File: config.mk
export PLATFORM = sky130hd
export DESIGN_NAME = layer_pingpong_seq_flat
export DESIGN_NICKNAME = d
export VERILOG_FILES = /design/src/rtl/layer_pingpong_seq_if.sv /design/src/rtl/layer_pingpong_seq.sv /design/src/flat_wrapper.sv
export SDC_FILE = /design/constraint.sdc
export NUM_CORES = 1
export LEC_CHECK = 0
export BUFFER_PORTS_ARGS = -buffer_cell sky130_fd_sc_hd__buf_2
export CORE_ASPECT_RATIO = 0.75
export CORE_MARGIN = 2
export CORE_UTILIZATION = 38
export CTS_CLUSTER_DIAMETER = 30
export DETAILED_ROUTE_END_ITERATION = 12
export HOLD_SLACK_MARGIN = 0.15
export MAX_ROUTING_LAYER = met4
export REMOVE_ABC_BUFFERS = 1
export SLEW_MARGIN = 20
export SYNTH_ARGS = -nofsm -noshare
export SYNTH_HDL_FRONTEND = slang
export SYNTH_SLANG_ARGS = --single-unit
File: constraint.sdc
create_clock -name clk -period 5.7 [get_ports clk]
set_input_delay 0.285 -clock clk [delete_from_list [all_inputs] [get_ports clk]]
set_output_delay 0.285 -clock clk [all_outputs]
set_load 0.01 [all_outputs]
File: src/rtl/layer_pingpong_seq_if.sv
// Handshake bundle between the layer sequencer, its controller and the EPU.
interface layer_pingpong_seq_if #(
   parameter int unsigned LAYER_W = 8
) ();
   logic               start_i;
   logic [LAYER_W-1:0] layer_num_i;
   logic               abort_i;
   logic               epu_done_i;
   logic               epu_start_o;
   logic               inout_trans_o;
   logic [LAYER_W-1:0] layer_idx_o;
   logic               busy_o;
   logic               done_o;
   logic               error_o;

   modport master (
      output start_i, layer_num_i, abort_i, epu_done_i,
      input  epu_start_o, inout_trans_o, layer_idx_o, busy_o, done_o, error_o
   );

   modport slave (
      input  start_i, layer_num_i, abort_i, epu_done_i,
      output epu_start_o, inout_trans_o, layer_idx_o, busy_o, done_o, error_o
   );
endinterface

File: src/rtl/layer_pingpong_seq.sv
// Layer sequencer: runs N EPU layers, toggling the in/out buffer swap between layers.
// Optional per-layer watchdog enabled by defining LAYER_TIMEOUT_EN.
module layer_pingpong_seq #(
   parameter int unsigned LAYER_W        = 8,
   parameter int unsigned TIMEOUT_CYCLES = 65535
) (
   input  logic clk,
   input  logic rst,
   layer_pingpong_seq_if.slave bus
);

   typedef enum logic [2:0] {
      S_IDLE,
      S_START,
      S_RUN,
      S_SWAP,
      S_FINISH
   } state_e;

   state_e             state_q, state_d;
   logic [LAYER_W-1:0] total_q, total_d;
   logic [LAYER_W-1:0] idx_q, idx_d;
   logic               trans_q, trans_d;
   logic               epu_start_q, epu_start_d;
   logic               busy_q, busy_d;
   logic               done_q, done_d;
   logic               error_q, error_d;

   logic accept_c;
   logic zero_req_c;
   logic last_c;
   logic timeout_c;

   assign accept_c   = (state_q == S_IDLE) && bus.start_i && !bus.abort_i && (bus.layer_num_i != '0);
   assign zero_req_c = (state_q == S_IDLE) && bus.start_i && !bus.abort_i && (bus.layer_num_i == '0);
   assign last_c     = (idx_q == total_q - LAYER_W'(1));

`ifdef LAYER_TIMEOUT_EN
   localparam int unsigned CNT_W = $clog2(TIMEOUT_CYCLES + 1);

   logic [CNT_W-1:0] tmo_cnt_q, tmo_cnt_d;

   // Cycles spent in RUN; zero on every entry
   always_comb begin
      tmo_cnt_d = '0;
      if (state_q == S_RUN) begin
         tmo_cnt_d = tmo_cnt_q + CNT_W'(1);
      end
   end

   always_ff @(posedge clk or posedge rst) begin
      if (rst) begin
         tmo_cnt_q <= '0;
      end else begin
         tmo_cnt_q <= tmo_cnt_d;
      end
   end

   // A done arriving on the limit cycle wins over the timeout
   assign timeout_c = (state_q == S_RUN) && !bus.epu_done_i &&
                      (tmo_cnt_q == CNT_W'(TIMEOUT_CYCLES - 1));
`else
   logic unused_cfg_c;

   assign unused_cfg_c = (TIMEOUT_CYCLES == 0);
   assign timeout_c    = 1'b0;
`endif

   // State and output registers
   always_ff @(posedge clk or posedge rst) begin
      if (rst) begin
         state_q     <= S_IDLE;
         total_q     <= '0;
         idx_q       <= '0;
         trans_q     <= 1'b0;
         epu_start_q <= 1'b0;
         busy_q      <= 1'b0;
         done_q      <= 1'b0;
         error_q     <= 1'b0;
      end else begin
         state_q     <= state_d;
         total_q     <= total_d;
         idx_q       <= idx_d;
         trans_q     <= trans_d;
         epu_start_q <= epu_start_d;
         busy_q      <= busy_d;
         done_q      <= done_d;
         error_q     <= error_d;
      end
   end

   // Next-state logic; abort overrides everything
   always_comb begin
      state_d = state_q;
      if (bus.abort_i) begin
         state_d = S_IDLE;
      end else begin
         unique case (state_q)
            S_IDLE:   if (accept_c) state_d = S_START;
            S_START:  state_d = S_RUN;
            S_RUN: begin
               if (bus.epu_done_i) begin
                  state_d = last_c ? S_FINISH : S_SWAP;
               end else if (timeout_c) begin
                  state_d = S_IDLE;
               end
            end
            S_SWAP:   state_d = S_START;
            S_FINISH: state_d = S_IDLE;
            default:  state_d = S_IDLE;
         endcase
      end
   end

   // Output/datapath next values, registered alongside the state
   always_comb begin
      total_d     = total_q;
      idx_d       = idx_q;
      trans_d     = trans_q;
      error_d     = error_q;
      epu_start_d = (state_d == S_START);
      busy_d      = (state_d != S_IDLE);
      done_d      = (state_d == S_FINISH) || zero_req_c;
      if (bus.abort_i) begin
         idx_d   = '0;
         trans_d = 1'b0;
      end else if (accept_c) begin
         total_d = bus.layer_num_i;
         idx_d   = '0;
         trans_d = 1'b0;
         error_d = 1'b0;
      end else if ((state_q == S_RUN) && (state_d == S_SWAP)) begin
         idx_d   = idx_q + LAYER_W'(1);
         trans_d = !trans_q;
      end else if (timeout_c) begin
         error_d = 1'b1;
      end
   end

   assign bus.epu_start_o   = epu_start_q;
   assign bus.inout_trans_o = trans_q;
   assign bus.layer_idx_o   = idx_q;
   assign bus.busy_o        = busy_q;
   assign bus.done_o        = done_q;
   assign bus.error_o       = error_q;

endmodule

File: src/flat_wrapper.sv
// flat-port wrapper written by rule: the top's interface ports become plain ports
module layer_pingpong_seq_flat 
#(
   parameter int unsigned LAYER_W        = 8,
   parameter int unsigned TIMEOUT_CYCLES = 65535
)
  (clk, rst, bus_start_i, bus_layer_num_i, bus_abort_i, bus_epu_done_i, bus_epu_start_o, bus_inout_trans_o, bus_layer_idx_o, bus_busy_o, bus_done_o, bus_error_o);
  layer_pingpong_seq_if #(.LAYER_W(LAYER_W)) bus_i ();
  input  logic clk;
  input  logic rst;
  input wire logic [$bits(bus_i.start_i)-1:0] bus_start_i;
  input wire logic [$bits(bus_i.layer_num_i)-1:0] bus_layer_num_i;
  input wire logic [$bits(bus_i.abort_i)-1:0] bus_abort_i;
  input wire logic [$bits(bus_i.epu_done_i)-1:0] bus_epu_done_i;
  output wire logic [$bits(bus_i.epu_start_o)-1:0] bus_epu_start_o;
  output wire logic [$bits(bus_i.inout_trans_o)-1:0] bus_inout_trans_o;
  output wire logic [$bits(bus_i.layer_idx_o)-1:0] bus_layer_idx_o;
  output wire logic [$bits(bus_i.busy_o)-1:0] bus_busy_o;
  output wire logic [$bits(bus_i.done_o)-1:0] bus_done_o;
  output wire logic [$bits(bus_i.error_o)-1:0] bus_error_o;
  assign bus_i.start_i = bus_start_i;
  assign bus_i.layer_num_i = bus_layer_num_i;
  assign bus_i.abort_i = bus_abort_i;
  assign bus_i.epu_done_i = bus_epu_done_i;
  assign bus_epu_start_o = bus_i.epu_start_o;
  assign bus_inout_trans_o = bus_i.inout_trans_o;
  assign bus_layer_idx_o = bus_i.layer_idx_o;
  assign bus_busy_o = bus_i.busy_o;
  assign bus_done_o = bus_i.done_o;
  assign bus_error_o = bus_i.error_o;
  layer_pingpong_seq #(.LAYER_W(LAYER_W), .TIMEOUT_CYCLES(TIMEOUT_CYCLES)) u_core (.clk(clk), .rst(rst), .bus(bus_i));
endmodule
# Yosys cells after proc, flatten, opt, wreduce, memory -nomap -nowiden
# Cells that the tools add are included.
# classes
addsub	2
eq_ne	7
n_mux	11
bitwise	1
n_reduce_logical	14
# op_table
op	n
8-bit 2-to-1 mux	3
3-bit 2-to-1 mux	4
3-bit case mux with 4 select lines	1
3-bit by 2-bit equality test with 1-bit output, second input constant	3
8-bit by 1-bit adder with 8-bit output, second input constant	1
8-bit equality test	1
8-bit logical NOT	1
8-bit nonzero test	1
8-bit by 1-bit subtractor with 8-bit output, second input constant	1
3-bit by 1-bit equality test with 1-bit output, second input constant	2
3-bit nonzero test	2
1-bit logical AND	5
3-bit equality test, second input constant	1
3-bit logical NOT	1
1-bit 2-to-1 mux	3
1-bit logical NOT	2
2-bit AND reduction	1
1-bit logical OR	1
1-bit inverter	1
# totals
ff_bits	23
inputBits	13
out_inout_bits	13
wordCells	42

# Depth between registers and ports, before layout
# Gate-level depths: netlist (run 1).
# logic_depth
ltp_word	12
mapped_depth	11

# Worst setup path before layout (run 1)
# OpenSTA, ideal clock, no wires.
# synth_timing
kind	reg2reg
from	reg u_core.total_q[0]
to	reg u_core.idx_q[4], in the netlist u_core.bus.layer_idx_o[4]
setup_time_ps	125
arrival_ps	2144
required_ps	5575
slack_ps	3431
stages_incl_launch_ff	12
n_path_buf	3
period_less_slack_ps	2269
cell_sequence	dfrtp_1 -> buf_2 -> inv_1 -> ha_1 -> buf_4 -> xnor2_1 -> and4_1 -> a41oi_1 -> a211oi_2 -> buf_4 -> nor3_1 -> mux2_4
# synth_between
elab_chain_len	9
# synth_lines
element	line	rtl
start: declaration	layer_pingpong_seq.sv:21	logic [LAYER_W-1:0] total_q, total_d;
start signal: assignment	layer_pingpong_seq.sv:82	total_q <= total_d;
8-bit by 1-bit subtractor with 8-bit output	layer_pingpong_seq.sv:36	assign last_c = (idx_q == total_q - LAYER_W'(1));
8-bit equality test	layer_pingpong_seq.sv:36	
3-bit 2-to-1 mux	layer_pingpong_seq.sv:103	state_d = last_c ? S_FINISH : S_SWAP;
3-bit 2-to-1 mux	layer_pingpong_seq.sv:102	if (bus.epu_done_i) begin
3-bit case mux with 4 select lines	layer_pingpong_seq.sv:98	unique case (state_q)
3-bit 2-to-1 mux	layer_pingpong_seq.sv:95	if (bus.abort_i) begin
3-bit by 2-bit equality test with 1-bit output	layer_pingpong_seq.sv:132	end else if ((state_q == S_RUN) && (state_d == S_SWAP)) begin
1-bit logical AND	layer_pingpong_seq.sv:132	
3-bit nonzero test (no line)	-	
end signal: assignment	layer_pingpong_seq.sv:83	idx_q <= idx_d;
end: declaration	layer_pingpong_seq.sv:22	logic [LAYER_W-1:0] idx_q, idx_d;
# Every way passes these cells.
# A chain may end at the register's enable or synchronous reset.

# Worst setup path in the final report (run 1)
# Ends and elaborated chain as after synthesis.

==> results by stage, run 1 <==
Global routing:
- The global router's overall resource usage is 0.163.
- The number of global-route vias before repair is 1,067.
- The number of antenna violations at the first check in global routing is 0.
- The total overflow left after global routing is 0.
- The maximum number of pins on one net before global-route repair is 24.
- The first global-routing pass estimated 5.21 mm of wire.

Floorplanning:
- The starting utilization of the core area is 0.391.
- The die area is 0.00423 sq mm.
- The I/O pin count is 26.
- The region available for standard cell placement spans 0.00361 sq mm.
- The floorplan die height is 56.8 microns.
- The initialized floorplan defines 19 standard-cell rows.
- The die is 74.4 microns wide.

Route:
- Before antenna repair, the detailed router went through 4 iterations.
- The routed layout has 1,158 vias.
- The post-route antenna net violation count is 0.
- The average routed wire per standard cell is 14.1 microns.
- The violation count after the first detailed-route iteration is 71.
- The final wirelength is 3.10 mm.
- In the routed layout, each cell is associated on average with a via count of 5.29.
- For this run, design rule violations remaining after detail routing come to 0.

Yosys:
- The mean instance size in the synthesized netlist is 9.68 sq um.
- The register area share after synthesis is 0.407.
- The number of synthesized flops with an enable pin is 0.
- The register bit total from synthesis is 23.
- The most used flip-flop cell after synthesis is dfrtp_1.
- The cell area after synthesis is 0.00141 sq mm.
- The portion of synthesized cell area occupied by the leading cell type is 0.407.
- Counting flops with an async set or reset pin after synthesis yields a share of 1.00.
- The library cell occupying the most area in the post-synthesis netlist is dfrtp_1.
- Yosys attributes the largest share of cell area to dfrtp_1 41%, mux2_2 4.8%, nor2_1 3.5%, xnor2_1 3.1%, a21oi_1 2.8%.
- The synthesized instance count is 146.
- For this run, the number of Yosys warnings is 0.
- The number of unique standard cell types used by synthesis is 48.

Setup path:
- The kind of launch point of the worst setup path is a register.
- The largest driver fanout on the critical path is 12.
- The arrival time at the worst endpoint is 2.82 ns.
- The depth of the worst register-to-register path is 8.
- The setup path with the least slack is of type register to register.
- The launch point of the worst path is u_core.total_q[0].
- Setup slack on the worst reg-to-reg path comes out at 3.04 ns.
- The worst setup path is captured at a register.
- The startpoint identified for the worst register-to-register timing path is u_core.total_q[0].
- The data required time at the worst endpoint is 5.86 ns.

STA:
- The total count of hold-check failures in the final report came to 0.
- Headroom to the max-slew limit came out at 0.413.
- Adding up every negative setup slack in the final design gives 0 ns.
- The setup-violating endpoint count in the final report is 0.
- Setup repair after global routing left no endpoint under its margin.
- The final critical delay including setup and external delays is 2.66 ns.
- The post-route fraction of the period consumed by the critical path is 0.467.
- The actual slew at the worst max-slew pin is 0.879 ns.
- The maximum operating frequency is 376 MHz.
- The setup clock skew after layout is 0.00678 ns.
- The final hold slack is 0.192 ns.
- The final-report max-slew violation count is 0.

Clock tree:
- Counting the buffers created by CTS gives 3.
- The clock reaches the later pin of the worst-skew pair after 0.26 ns.
- No sink is reached through more buffers than the 2 on the longest clock path.
- The number of buffers added for setup after CTS is 0.
- The number of H-tree levels is 1.
- Buffers inserted to repair hold after CTS numbered 0.
- The CTS clock-pin slew for the worst setup and hold paths is 0.08 ns.
- Gates resized during post-CTS repair numbered 0.
- The total number of clock tree sinks is 23.
- TritonCTS built the clock tree.
- Clock tree synthesis selected as its root buffer the cell clkbuf_8.

Placement:
- In this run the tool buffered the top-level ports with 24 buffer cells.
- Detailed placement ended at an HPWL of 2.33 mm.
- Summing all placed instances gives a cell area of 0.00155 sq mm.
- Routability-driven placement finished with a final weighted congestion of 0.797.

Final layout:
- After filler insertion, the fill cell instance count of the layout stands at 364.
- The top cell types in the final layout, fill and taps aside, are 24 x buf_2, 23 x dfrtp_1, 13 x nor2_1.
- The most frequent standard cell in the layout excluding fill and tap cells is buf_2.
- The number of antenna diodes in the final layout is 0.
- The layout cell share with drive strength beyond 1 is 0.257.
- The final layout contains 183 nets.
- Once layout is done, the placed cells without fillers occupy 0.00160 sq mm.
- The area added between synthesis and finish is 13.1%.

Power and ir drop:
- The worst-case IR drop observed on VDD is 0.203 mV.
- The total power divided by cell area is 248 mW/mm^2.
- Total power for the finished layout comes to 0.396 mW.
- The leakage power total is 0.725 nW.

Min path:
- The type of the worst min-delay path is input pin to asynchronous set/reset pin.

Flow run:
- The number of max-cap violations is 0.

Status:
- The run finished with clean final reports.
-- worst max-delay path, stage by stage, from the launching register on --
cell	delay [ns]
dfrtp_1	0.48
inv_1	0.07
ha_1	0.31
o21ba_1	0.20
a221oi_1	0.29
a41oi_1	0.11
a211oi_2	0.60
nor3_1	0.16
mux2_4	0.32
-- registers in the layout, indices dropped and copies added, names as in the netlist --
register                  cells
u_core.bus.layer_idx_o        8
u_core.state_q                3
u_core.bus.epu_start_o        1
u_core.bus.done_o             1
u_core.bus.inout_trans_o      1
u_core.total_q                8
u_core.bus.busy_o             1
-- layer usage --
layer,up-vias,wire length (microns),global-route usage
met3,2,121,0.0395
met4,0,13,0.0230
met5,-,0,-
met1,562,1650,0.255
met2,21,1310,0.217
li1,573,-,-
-- cells by family (layout without fill, tap and decap cells) --
| family | count (synthesis) | in the layout | share of synthesized area |
|---|---|---|---|
| adders and majority gates | 2 | 2 | 0.0177 |
| other | 1 | 1 | 0.00265 |
| DFF | 23 | 23 | 0.407 |
| AOI/OAI and AO/OA | 32 | 32 | 0.167 |
| buffers and inverters | 12 | 33 | 0.0451 |
| xor gates and xnor gates | 9 | 9 | 0.0557 |
| and+or+nand+nor | 58 | 58 | 0.232 |
| muxes | 9 | 9 | 0.0726 |
-- through the flow --
stage	cells	setup slack, ns	util
2_1_floorplan	139	3.36	-
3_3_place_gp	215	3.17	0.430
3_5_place_dp	215	3.07	0.430
4_1_cts	219	3.05	0.443
5_1_grt	219	2.78	0.443
6_report	219	3.04	0.443
-- power by group --
group | switching [mW] | internal, mW | total, mW
Sequential | 0.0261 | 0.178 | 0.204
Clock | 0.0512 | 0.0499 | 0.101
Combinational | 0.0469 | 0.0448 | 0.0917
Total | 0.124 | 0.272 | 0.396
-- layout make-up --
cell class	count	area (sq um)	area share
well taps	52	65.1	0.0407
multi-input cells	111	774	0.484
repair buffers	24	120	0.0751
flip-flops and latches	23	576	0.360
inverters	5	18.8	0.0117
clock buffers	4	45.0	0.0282
-- synth_stat cells (2+ instances only) --
cell / number
nand3_1: 8
mux2_2: 6
buf_2: 3
nand4_1: 2
nand2_1: 8
o21ai_0: 2
buf_4: 4
mux2i_1: 2
a41oi_1: 2
xor2_1: 4
dfrtp_1: 23
xnor2_1: 5
inv_1: 5
and2_1: 3
nor2_1: 13
a22o_1: 2
and3_1: 2
a21oi_1: 8
o31ai_1: 3
nand2b_1: 5
nor3_1: 5
ha_1: 2
or4_1: 3
o211ai_1: 2
-- final timing paths --
path                                                  end
worst max-delay path            u_core.bus.layer_idx_o[4]
worst min-delay path                    u_core.total_q[5]
worst max register to register  u_core.bus.layer_idx_o[4]
worst min register to register   u_core.bus.inout_trans_o
max in group asynchronous       u_core.bus.layer_idx_o[2]
min in group clk                        u_core.total_q[5]
(Power assumes the default switching activity.)
==> inputs of run 2 (changes only) <==
==> constraint.sdc (replaced) <==
create_clock -name clk -period 2.25 [get_ports clk]
set_input_delay 0.1125 -clock clk [delete_from_list [all_inputs] [get_ports clk]]
set_output_delay 0.1125 -clock clk [all_outputs]
set_load 0.01 [all_outputs]
==> results by stage, run 2 (same netlist as run 1, synthesis figures left out) <==
Status:
- The flow ran to the end, and the final reports show no timing, DRC or antenna violations.

STA:
- The maximum operating frequency is 462 MHz (+23%).
- The total count of hold-check failures in the final report is 0 (unchanged).
- The post-route fraction of the period consumed by the critical path is 0.961 (+0.495).
- The final-report max-slew violation count is 0 (unchanged).
- The setup clock skew after layout is 0.00438 ns (-0.00240 ns).
- The worst setup slack after layout is 0.0868 ns (-2.95 ns).
- The final critical delay including setup and external delays is 2.16 ns (-0.497 ns).
- The actual slew at the worst max-slew pin is 0.890 ns (+0.0105 ns).
- The tightest slew margin relative to the limit is 0.406 (-0.00704).
- The setup-violating endpoint count in the final report was 0 (unchanged).

Clock tree:
- The total number of clock tree sinks is 23 (unchanged).
- The number of buffers created by CTS was 3 (unchanged).
- The deepest clock path buffer count was 2 (unchanged).
- The clock insertion delay at the later pin of the skew report is 0.26 ns (about the same).
- CTS placed an instance of clkbuf_8 at the clock tree root.
- The number of H-tree levels was 1 (unchanged).
- TritonCTS built the clock tree.
- The CTS clock-pin slew for the worst setup and hold paths was 0.08 ns (about the same).

Final layout:
- The layout cell share with drive strength beyond 1 came to 0.326 (+0.0686).
- The register area came to 577 sq um (+0.22%).
- Leaving out fill and tap cells, the most frequent cells in the layout are 25 x buf_2, 22 x dfrtp_1, 13 x nor2_1, 9 x dlygate4sd3_1.
- The number of antenna repair diodes came to 0 (unchanged).
- The number of nets in the layout is 200 (+9.3%).
- The fill cell total of the finished layout came to 348 (-4.4%).
- The area growth from synthesis to layout is 28.4%.
- The most frequent standard cell in the layout excluding fill and tap cells is buf_2.
- The multi-input combinational cell area is 835 sq um (+7.8%).

Floorplanning:
- The floorplan die height is 56.8 microns (unchanged).
- The die span in x was 74.4 microns (unchanged).
- The I/O pin count is 26 (unchanged).
- The die area was 0.00423 sq mm (unchanged).
- The core area is 0.00361 sq mm (unchanged).
- The number of placement rows was 19 (unchanged).
- The starting utilization of the core area came to 0.391 (unchanged).

Setup path:
- The largest driver fanout on the critical path is 6 (-6).
- The arrival time at the worst endpoint is 2.31 ns (-0.51 ns).
- The type of the worst setup path is register to register.
- The kind of launch point of the worst setup path is a register.
- STA classifies the critical path endpoint as a register.
- The worst setup slack for register-to-register paths is 0.09 ns (-2.95 ns).
- In this run the critical register-to-register path is launched from u_core.total_q[1].
- The depth of the worst register-to-register path is 9 (+1).
- The end of the worst register-to-register path is u_core.bus.layer_idx_o[5].
- The data required time at the worst endpoint came to 2.39 ns (-3.47 ns).

Power and ir drop:
- The total power divided by cell area is 605 mW/mm^2 (+140%).
- The overall power after layout was 1.10 mW (+180%).
- The maximum vdd ir drop is 0.377 mV (+86%).
- The leakage power total is 0.818 nW (+13%).

Placement:
- The sum of net half-perimeters after detailed placement is 2.41 mm (+3.2%).
- The post-place setup slack was 0.0578 ns (-3.01 ns).
- The number of buffer cells added on primary ports is 24 (unchanged).
- The placer's final routability congestion estimate was 0.825 (+3.5%).

Route:
- The average routed wire per standard cell is 14.9 microns (+5.7%).
- The number of iterations in the first detailed-routing pass was 5 (+1).
- The final wirelength was 3.52 mm (+14%).
- The post-route antenna net violation count came to 0 (unchanged).
- The total DRC errors in the routed layout is 0 (unchanged).
- The number of vias after detailed routing was 1,278 (+10%).
- The violation count after the first detailed-route iteration came to 85 (+20%).
- The detailed-route vias per instance came to 5.42 (+2.4%).

Min path:
- The sink of the worst hold path is u_core.bus.busy_o.
- The worst hold path was traced through 3 stages.
- In this run the most critical hold path is launched from bus_abort_i.
- The tightest min-delay check is of the input pin to register type.

Global routing:
- The total overflow reported by the global router is 0 (unchanged).
- The number of antenna violations at the first check in global routing is 0 (unchanged).
- The maximum number of pins on one net before global-route repair is 24 (unchanged).
- The number of global-route vias before repair is 1,245 (+17%).
- The wire length of the first global-routing pass was 5.80 mm (+11%).
- The global router's overall resource usage is 0.181 (+0.0181).

Flow run:
- The number of max-cap violations came to 0 (unchanged).
==> run 2: cell count changes in the layout (fill, tap and decap cells not counted), moves of 2 or more <==
cell,previous run,this run
a41oi_2,0,2
a41oi_1,2,0
buf_4,0,5
buf_6,0,2
dlygate4sd3_1,0,9
==> run 2: power breakdown <==
part	internal [mW]	switching (mW)
Sequential	0.451	0.0550
Clock	0.126	0.132
Combinational	0.168	0.167
==> run 2: layout make-up <==
class | instances | area share
flip-flops and latches | 23 | 0.318
inverters | 5 | 0.0103
repair buffers | 41 | 0.152
well taps | 52 | 0.0358
multi-input cells | 111 | 0.460
clock buffers | 4 | 0.0248
==> run 2: timing repair <==
action	in CTS	in global routing
setup endpoints to repair	0	9
resized for setup	0	15
hold buffers	9	0
buffers inserted	0	1
endpoints found under the hold margin	31	0
==> run 2: per-stage QoR <==
step | setup TNS, ns | hold WS, ns | utilization | instances | cell area, sq um
2_1_floorplan | -0.111 | 0.114 | - | 139 | 1370
3_3_place_gp | 0 | 0.325 | 0.443 | 221 | 1600
3_5_place_dp | 0 | 0.345 | 0.443 | 221 | 1600
4_1_cts | 0 | 0.213 | 0.480 | 234 | 1730
5_1_grt | -0.0705 | 0.230 | 0.502 | 236 | 1820
6_report | 0 | 0.221 | 0.502 | 236 | 1820
==> run 2: how the worst max path moves through the flow <==
stage,startpoint,end,slack (ns),cells past startpoint
after floorplan,u_core.total_q[0],u_core.bus.layer_idx_o[4],-0.09,8
after global placement,u_core.total_q[0],u_core.bus.layer_idx_o[5],0.12,9
after detailed placement,u_core.total_q[1],u_core.bus.layer_idx_o[5],0.06,9
after CTS,u_core.total_q[1],u_core.bus.layer_idx_o[5],0.02,9
after global routing,u_core.total_q[0],u_core.bus.layer_idx_o[5],-0.03,7
final,u_core.total_q[1],u_core.bus.layer_idx_o[5],0.09,9
==> run 2: worst max-delay path, stage by stage, from the launching register on <==
cell and delay (ns):
dfrtp_1 0.39, inv_2 0.06, ha_4 0.18, buf_6 0.12, xnor2_1 0.16, a221oi_2 0.08, a41oi_2 0.25, a211oi_4 0.10
or4_4 0.56, mux2i_1 0.13
==> run 2: routing by layer <==
metal	global-route usage	share of wire	up-vias
met4	0.0459	0.0048	0
li1	-	-	610
met3	0.0359	0.050	2
met5	-	0	-
met1	0.251	0.46	629
met2	0.273	0.48	37
